### src/rtl/register_bank_pkg.sv
// Shared op-code constants for the register bank and its ALU.
package register_bank_pkg;

  localparam int OP_W = 3;

  localparam logic [OP_W-1:0] OP_NOP  = 3'b000;
  localparam logic [OP_W-1:0] OP_LOAD = 3'b001;
  localparam logic [OP_W-1:0] OP_INC  = 3'b010;
  localparam logic [OP_W-1:0] OP_DEC  = 3'b011;
  localparam logic [OP_W-1:0] OP_SHL  = 3'b100;
  localparam logic [OP_W-1:0] OP_SHR  = 3'b101;
  localparam logic [OP_W-1:0] OP_ROL  = 3'b110;
  localparam logic [OP_W-1:0] OP_CLR  = 3'b111;

endpackage

### src/rtl/register_bank_alu.sv
// Combinational operation unit: computes the new register value plus carry and zero.
module register_bank_alu
  import register_bank_pkg::*;
#(
  parameter int WIDTH = 16
) (
  input  logic [WIDTH-1:0] i_operand,
  input  logic [WIDTH-1:0] i_load_data,
  input  logic [OP_W-1:0]  i_op,
  output logic [WIDTH-1:0] o_result,
  output logic             o_carry,
  output logic             o_zero
);

  // Result and carry per op; NOP passes the operand through.
  always_comb begin
    o_result = i_operand;
    o_carry  = 1'b0;
    case (i_op)
      OP_LOAD: o_result = i_load_data;
      OP_INC:  {o_carry, o_result} = {1'b0, i_operand} + {{WIDTH{1'b0}}, 1'b1};
      OP_DEC: begin
        o_result = i_operand - {{(WIDTH-1){1'b0}}, 1'b1};
        o_carry  = (i_operand == {WIDTH{1'b0}});
      end
      OP_SHL: begin
        o_result = {i_operand[WIDTH-2:0], 1'b0};
        o_carry  = i_operand[WIDTH-1];
      end
      OP_SHR: begin
        o_result = {1'b0, i_operand[WIDTH-1:1]};
        o_carry  = i_operand[0];
      end
      OP_ROL: begin
        o_result = {i_operand[WIDTH-2:0], i_operand[WIDTH-1]};
        o_carry  = i_operand[WIDTH-1];
      end
      OP_CLR:  o_result = {WIDTH{1'b0}};
      default: o_result = i_operand;
    endcase
    o_zero = (o_result == {WIDTH{1'b0}});
  end

endmodule

### src/rtl/register_bank.sv
// NUM_REGS x WIDTH register bank with one modify port and two combinational read ports.
// Define REGISTER_BANK_BYPASS_EN to forward the in-flight result onto matching read ports.
module register_bank
  import register_bank_pkg::*;
#(
  parameter int WIDTH    = 16,
  parameter int NUM_REGS = 4,
  localparam int IDX_W   = (NUM_REGS > 1) ? $clog2(NUM_REGS) : 1
) (
  input  logic             clk,
  input  logic             i_reset,
  input  logic             clk_en,
  input  logic [OP_W-1:0]  i_op,
  input  logic [IDX_W-1:0] i_wr_sel,
  input  logic [WIDTH-1:0] i_wr_data,
  input  logic [IDX_W-1:0] i_rd_sel_a,
  input  logic [IDX_W-1:0] i_rd_sel_b,
  output logic [WIDTH-1:0] o_rd_data_a,
  output logic [WIDTH-1:0] o_rd_data_b,
  output logic             o_carry,
  output logic             o_zero
);

  localparam logic [IDX_W:0] SEL_LIMIT = (IDX_W+1)'(NUM_REGS);

  logic [WIDTH-1:0] regs_q [NUM_REGS];
  logic [WIDTH-1:0] regs_d [NUM_REGS];
  logic             carry_q, carry_d;
  logic             zero_q, zero_d;
  logic [WIDTH-1:0] operand_s;
  logic [WIDTH-1:0] alu_result_s;
  logic             alu_carry_s;
  logic             alu_zero_s;
  logic             exec_s;

  assign exec_s = clk_en && !i_reset && (i_op != OP_NOP) && ({1'b0, i_wr_sel} < SEL_LIMIT);

  // Operand fetch for the selected register.
  always_comb begin
    operand_s = {WIDTH{1'b0}};
    for (int i = 0; i < NUM_REGS; i++) begin
      operand_s = (i_wr_sel == IDX_W'(i)) ? regs_q[i] : operand_s;
    end
  end

  register_bank_alu #(.WIDTH(WIDTH)) u_alu (
    .i_operand   (operand_s),
    .i_load_data (i_wr_data),
    .i_op        (i_op),
    .o_result    (alu_result_s),
    .o_carry     (alu_carry_s),
    .o_zero      (alu_zero_s)
  );

  // Next-state: only the selected register and the flags change on an executed op.
  always_comb begin
    carry_d = exec_s ? alu_carry_s : carry_q;
    zero_d  = exec_s ? alu_zero_s  : zero_q;
    for (int i = 0; i < NUM_REGS; i++) begin
      regs_d[i] = (exec_s && (i_wr_sel == IDX_W'(i))) ? alu_result_s : regs_q[i];
    end
  end

  // State registers; reset has priority over everything else.
  always_ff @(posedge clk) begin
    if (i_reset) begin
      for (int i = 0; i < NUM_REGS; i++) begin
        regs_q[i] <= {WIDTH{1'b0}};
      end
      carry_q <= 1'b0;
      zero_q  <= 1'b0;
    end else begin
      for (int i = 0; i < NUM_REGS; i++) begin
        regs_q[i] <= regs_d[i];
      end
      carry_q <= carry_d;
      zero_q  <= zero_d;
    end
  end

  // Read ports; indices with no backing register read as zero.
  always_comb begin
    o_rd_data_a = {WIDTH{1'b0}};
    o_rd_data_b = {WIDTH{1'b0}};
    for (int i = 0; i < NUM_REGS; i++) begin
      o_rd_data_a = (i_rd_sel_a == IDX_W'(i)) ? regs_q[i] : o_rd_data_a;
      o_rd_data_b = (i_rd_sel_b == IDX_W'(i)) ? regs_q[i] : o_rd_data_b;
    end
`ifdef REGISTER_BANK_BYPASS_EN
    o_rd_data_a = (exec_s && (i_rd_sel_a == i_wr_sel)) ? alu_result_s : o_rd_data_a;
    o_rd_data_b = (exec_s && (i_rd_sel_b == i_wr_sel)) ? alu_result_s : o_rd_data_b;
`else
    o_rd_data_a = o_rd_data_a;
    o_rd_data_b = o_rd_data_b;
`endif
  end

  assign o_carry = carry_q;
  assign o_zero  = zero_q;

endmodule

### config.mk
export PLATFORM = sky130hd
export DESIGN_NAME = register_bank
export DESIGN_NICKNAME = d
export VERILOG_FILES = /design/src/rtl/register_bank_pkg.sv /design/src/rtl/register_bank_alu.sv /design/src/rtl/register_bank.sv
export SDC_FILE = /design/constraint.sdc
export NUM_CORES = 1
export LEC_CHECK = 0
export CORE_MARGIN = 5
export CORE_UTILIZATION = 57
export CTS_CLUSTER_SIZE = 10
export DETAILED_ROUTE_END_ITERATION = 6
export GPL_TIMING_DRIVEN = 0
export HOLD_SLACK_MARGIN = 0.08
export PLACE_DENSITY = 0.78
export SYNTH_ARGS = -nofsm -noshare
export SYNTH_HDL_FRONTEND = slang
export SYNTH_SLANG_ARGS = --single-unit
### constraint.sdc
create_clock -name clk -period 4.18 [get_ports clk]
set_input_delay 1.254 -clock clk [delete_from_list [all_inputs] [get_ports clk]]
set_output_delay 1.254 -clock clk [all_outputs]
set_load 0.01 [all_outputs]
==> metrics.cfg, run 1 <==
[timing]
setup_tns_ns=0
finalHoldViolCount=0
fin_crit_sh=0.9983
slew_headroom=0.4821
finClkSkew_ns=0.005208
setup_viol=0
worst_pin_slew_ns=0.7726
fmax_ghz=0.2396
maxSlewViolCount=0
min_period_ns=4.173

[floorplan]
dieArea_sq_um=10530
num_rows=33
ios=62
die_h_um=102.6
die_w_um=102.6
coreArea_sq_um=8299
start_util=0.5890

[final_layout]
drive_above_1_share=0.1799
final_cell_area_sq_um=5941
synthToLayoutAreaGrowth_pct=21.53
n_antenna_cell=0
stdcell_count=711
nNetsFinal=631
utilization=0.7158
fillers=656

[critical_path]
crit_arrival_ns=4.42
crit_path_end_kind=flop
start_kind=input pin
critPathMaxFanout=10
critPathKind=input pin to flop
r2r_slack_ns=1.15
crit_required_ns=4.43

[pwr]
p_seq_frac=0.423
p_leak_uw=0.002023
p_comb_frac=0.255
p_sw_frac=0.3094
ir_drop_v=0.0002741
power-per-cell-area_nw_per_um2=264.0
p_sw_uw=485.3
clkPwrFrac=0.322
intPower_uw=1083

[routing]
drt-vias-per-instance=7.103
drt_wl_total_um=17350
drt_pass1_iterations=5
drc_errors=0
via_count=5050
antenna_left=0
drtIter0Drc=590
wl_per_cell_um=24.41

[clock_tree]
cts_sinks=66
cts_tree=done
cts_root_buffer=clkbuf_8
cts_buffers=9
clock_path_buffers=2
h-tree-depth=3
cts_hold_buf=0
insertion_delay_ns=0.35
cts.clk_slew.worst_paths_ns=0.07

[synth]
synth-seq-area-share=0.2703
synth-main-ff-cell=dfxtp_1
synth.avg_cell_area_sq_um=9.206
synth_top_area_share=0.2703
synth_xor_area_frac=0.02150
synth_fp_nets=561
synth_mux_area_frac=0.2252
synth_top_family_by_area=multiplexers
synth.distinct_cells=58
netlist_instances=531
ys_ff_latch=66
synth_compound_area_frac=0.2042
synth_edf_count=0
yosys_warnings=0
yosys-top-cells-area=dfxtp_1 27%, mux4_2 22%, nand3b_1 10%
synth_top_area_cell=dfxtp_1
synthArstFlopShare=0
synth_top_cells_by_count=94 x o21ai_0, 67 x nand3b_1, 66 x dfxtp_1, 48 x mux4_2, 40 x clkbuf_1
synth_most_common_cell=o21ai_0
synth_area_sq_um=4888
synth_fa_ha_area_frac=0.005119
synth_simple_gate_area_frac=0.2206

[placement]
io_buffers=53
place_congestion=0.9360
dpl-instance-area_sq_um=5550
hpwl_um=12170
dp.cells=689

[outcome]
outcome=completed

[flow_run]
max-cap-violations=0

[global_routing]
grt_max_degree=11
grt_antenna_before_repair=0
grt_pass1_vias=4826
grt_pass1_wl_um=26770
grt_use_total=0.3337
grt_overflow=0

[worst_hold_path]
hp-class=flop to flop

power groups by stage:
| stage | combinational, uW | clock [uW] | sequential, uW |
|---|---|---|---|
| 6_report | 400 | 505 | 664 |
| 5_1_grt | 426 | 537 | 665 |
| 4_1_cts | 374 | 501 | 663 |
| 3_5_place_dp | 361 | 0 | 677 |
| 3_3_place_gp | 358 | 0 | 675 |
| 2_1_floorplan | 238 | 0 | 672 |
per-layer routing:
metal  track usage  wire, um  vias to the layer above
met3       0.06495      1685                       48
li1              -         -                     2211
met2        0.5606      8572                      338
met1        0.4324      6594                     2453
met4        0.1130       500                        0
met5             0         0                        -
worst paths after layout:
kind,cells after the start,from,to
worst min register to register,2,regs_q[2][10]$_SDFFE_PP0P_,regs_q[2][10]$_SDFFE_PP0P_
worst max register to register,10,regs_q[0][1]$_SDFFE_PP0P_,o_zero$_SDFFE_PP0P_
worst max-delay path,12,i_wr_sel[1],o_zero$_SDFFE_PP0P_
worst min-delay path,2,regs_q[2][10]$_SDFFE_PP0P_,regs_q[2][10]$_SDFFE_PP0P_
worst max-delay path: stages:
cell             delay [ns]
clkdlybuf4s50_1        0.55
buf_6                  0.17
mux4_2                 0.22
buf_2                  0.24
ha_1                   0.28
nand4_1                0.33
nor2_2                 0.24
a21oi_1                0.08
or3_1                  0.35
a31o_2                 0.30
and4_1                 0.20
a41o_1                 0.22
layout by cell type, fill, tap and decap left out, drive strengths merged, types with 13 or more instances in the layout:
cell type	instances
o21ai	95
nand3b	67
dfxtp	66
clkbuf	54
clkdlybuf4s50	53
mux4	48
nand2	25
nor2	21
buf	19
nand3	13
flip-flops by register name, indices dropped and copies added (netlist names):
name     flops
o_carry      1
regs_q      64
o_zero       1
cell type report:
type                    instances  area [sq um]  area share
plain buffers                  53         251.5     0.04233
clock buffers                  14         172.7     0.02906
clock inverters                 2         10.01    0.001685
inverters                      11         41.29    0.006950
multi-input cells             401          3440      0.5790
flip-flops and latches         66          1321      0.2224
well taps                     105         131.4     0.02211
repair buffers                 59         573.1     0.09646
through the flow:
step	total power, uW	setup WS [ns]	hold slack [ns]
2_1_floorplan	910.4	0.1469	0.4824
3_3_place_gp	1033	-0.7542	0.4991
3_5_place_dp	1038	-0.8335	0.5063
4_1_cts	1538	0.006682	0.5185
5_1_grt	1629	-0.04093	0.5503
6_report	1569	0.006964	0.5181
logic make-up after synthesis:
kind of cell,after synthesis
AOI/OAI and AO/OA,162
adders and majority gates,2
DFF,66
and+or+nand+nor,175
muxes,50
xor gates and xnor gates,12
buffers and inverters,64
timing repair:
action,CTS,global route
pin swaps,1,7
endpoints found under the setup margin,38,22
setup buffers,1,4
cloned,0,1
resized for setup,31,25
(Power assumes the default switching activity.)
==> run 2: changes to the inputs <==
Settings changed: CAP_MARGIN set to 10.
==> results of run 2 <==
No change in the layout: final DEF, timing and power equal those of run 1.
==> run 3: changes to the inputs <==
Settings changed: CORE_UTILIZATION 57 to 58, SYNTH_HIERARCHICAL set to 1.
==> run 3 against run 2 <==
Compared with the run above:
- the flow now finishes with violations (DRC)
- flip-flop and latch count is the same
- critical path depth shrank 8
- global-route usage grew 1.1 points
- utilization grew 1.2 points
- worst hold slack lost 0.013 ns
- count of clock-buffer cells in the layout shrank 4
- fmax grew 1.2%
- sequential share of layout area shrank 2.7 points
- synthesized cell count grew 17%
- first-iteration DRC count grew 37%
- setup slack gained 0.048 ns
- largest cell class unchanged
==> metrics.cfg, run 3 <==
[timing]
rsz0062_at_grt=yes
worst_pin_slew_ns=1.117
slew_headroom=0.2537
setup_viol=0
fin_hold_ws_ns=0.5049
maxSlewViolCount=0
finClkSkew_ns=0.01249
min_period_ns=4.125
fin_crit_sh=0.9868
setup_slack_ns=0.05507
setup_tns_ns=0
fmax_ghz=0.2424
finalHoldViolCount=0

[routing]
drc_errors=2
via_count=5925
antenna_left=0
drt_wl_total_um=20060
dr_wl_met2_um=8916
drt_pass1_iterations=7
drt-vias-per-instance=7.062
wl_per_cell_um=23.90
wl_met3_um=2479
m1WireLength_um=7889
highest_layer=met4
drtIter0Drc=811

[synth]
ys_ff_latch=66
synth_most_common_cell=nand3_1
synth_fp_nets=652
synthArstFlopShare=0
synth.avg_cell_area_sq_um=8.940
synth_edf_count=0
synth_area_sq_um=5552
synth.distinct_cells=78
yosys_warnings=6
synth-main-ff-cell=dfxtp_1
synth_top_area_share=0.2380
netlist_instances=621
yosys-top-cells-area=dfxtp_1 24%, mux4_2 17%, nand3_1 7.1%
synth_top_area_cell=dfxtp_1
synth-seq-area-share=0.2380
synth_top_cells_by_count=79 x nand3_1, 72 x o21ai_0, 71 x a21oi_1, 66 x dfxtp_1, 42 x mux4_2

[critical_path]
r2r_cells=13
endpoint=o_rd_data_b[6]
crit_arrival_ns=2.87
r2r-end=o_zero$_SDFFE_PP0N_
crit_path_end_kind=output pin
r2r_start=regs_q[3][0]$_SDFFE_PP0P_
critPathKind=input pin to output pin
start_kind=input pin
r2r_slack_ns=1.01
crit_required_ns=2.93
critPathMaxFanout=10
crit_start=i_rd_sel_b[1]

[final_layout]
final_common_cell=nand3_1
largest_reg_flops=64
final_cell_area_sq_um=6759
utilization=0.7280
n_antenna_cell=0
regMostFlops=regs_q
nNetsFinal=736
drive_above_1_share=0.2423
synthToLayoutAreaGrowth_pct=21.75
most-common-layout-cells=79 x nand3_1, 71 x o21ai_0, 70 x a21oi_1

[global_routing]
grt_pass1_wl_um=30600
grt_antenna_before_repair=0
grt_max_degree=13
grt_overflow=0
grt_pass1_vias=5556
grt_use_total=0.3447

[clock_tree]
cts_buffers=9
cts_tree=done
cts_sinks=66
cts_root_buffer=clkbuf_8
cts_hold_buf=0
insertion_delay_ns=0.35
h-tree-depth=3
cts.clk_slew.worst_paths_ns=0.07
clock_path_buffers=2

[pwr]
clkPwrFrac=0.395
intPower_uw=1199
ir_drop_v=0.0001981
p_leak_uw=0.002259
power-per-cell-area_nw_per_um2=252.6
p_sw_uw=507.7
p_seq_frac=0.379
p_sw_frac=0.2974
p_comb_frac=0.226

[flow_run]
max-cap-violations=0

[floorplan]
die_w_um=107.8
start_util=0.5980
ios=62
num_rows=35
die_h_um=107.8
coreArea_sq_um=9284
dieArea_sq_um=11630

[placement]
io_buffers=57
hpwl_um=14110
place_congestion=0.9543
dpl-instance-area_sq_um=6292
place_ws_ns=-1.215

[worst_hold_path]
hp-class=flop to flop

[outcome]
failed_checks=DRC
outcome=complete, but fails checks

[run 3: kinds of logic (layout without fill, tap and decap cells)]
group | after synthesis | count (layout) | synth area share
AOI/OAI and AO/OA | 218 | 218 | 0.2373
and+or+nand+nor | 188 | 188 | 0.2028
xor gates and xnor gates | 8 | 8 | 0.01262
muxes | 55 | 55 | 0.2123
adders and majority gates | 3 | 3 | 0.006762
buffers and inverters | 83 | 172 | 0.09015
DFF | 66 | 66 | 0.2380
[run 3: worst min path at each step]
| stage | to | slack (ns) | depth (start not counted) | from |
|---|---|---|---|---|
| finish | regs_q[3][14]$_SDFFE_PP0P_ | 0.50 | 2 | regs_q[3][14]$_SDFFE_PP0P_ |
| global route | regs_q[2][12]$_SDFFE_PP0P_ | 0.53 | 2 | regs_q[2][12]$_SDFFE_PP0P_ |
| floorplan | regs_q[1][4]$_SDFFE_PP0P_ | 0.47 | 2 | regs_q[1][4]$_SDFFE_PP0P_ |
| global placement | regs_q[3][14]$_SDFFE_PP0P_ | 0.48 | 2 | regs_q[3][14]$_SDFFE_PP0P_ |
| detailed placement | regs_q[1][6]$_SDFFE_PP0P_ | 0.49 | 2 | regs_q[1][6]$_SDFFE_PP0P_ |
| CTS | regs_q[1][6]$_SDFFE_PP0P_ | 0.50 | 2 | regs_q[1][6]$_SDFFE_PP0P_ |
[run 3: area by class of cell]
| cell class | count | area [sq um] |
|---|---|---|
| clock buffers | 10 | 127.6 |
| clock inverters | 6 | 115.1 |
| plain buffers | 70 | 491.7 |
| flip-flops and latches | 66 | 1321 |
| fillers | 748 | 2525 |
| repair buffers | 75 | 699.4 |
| multi-input cells | 472 | 3801 |
| inverters | 11 | 41.29 |
| well taps | 129 | 161.4 |
[run 3: power groups by stage]
| stage | Combinational [uW] | Sequential, uW | Clock (uW) |
|---|---|---|---|
| 6_report | 386 | 647 | 675 |
| 5_1_grt | 404 | 648 | 702 |
| 4_1_cts | 363 | 646 | 668 |
| 3_5_place_dp | 343 | 661 | 0 |
| 3_3_place_gp | 339 | 660 | 0 |
| 2_1_floorplan | 226 | 658 | 0 |
[run 3: what timing repair did]
item	CTS	global route
resized for setup	26	21
setup buffers	12	5
pin swaps	6	4
gates cloned	1	0
endpoints found under the setup margin	61	6
[run 3: routing by layer]
layer | GRT usage | up-vias
li1 | - | 2583
met4 | 0.1317 | 0
met1 | 0.4931 | 2800
met3 | 0.08638 | 79
met2 | 0.5000 | 463
met5 | 0 | -
[run 3: critical path, stage by stage]
cell and delay, ns:
buf_2 0.24, buf_4 0.30, mux4_2 0.55, clkdlybuf4s50_1 0.52
[run 3: through the flow]
stage / instances / total power [uW]
2_1_floorplan: 621 / 883.7
3_3_place_gp: 807 / 998.9
3_5_place_dp: 807 / 1004
4_1_cts: 834 / 1677
5_1_grt: 839 / 1754
6_report: 839 / 1707
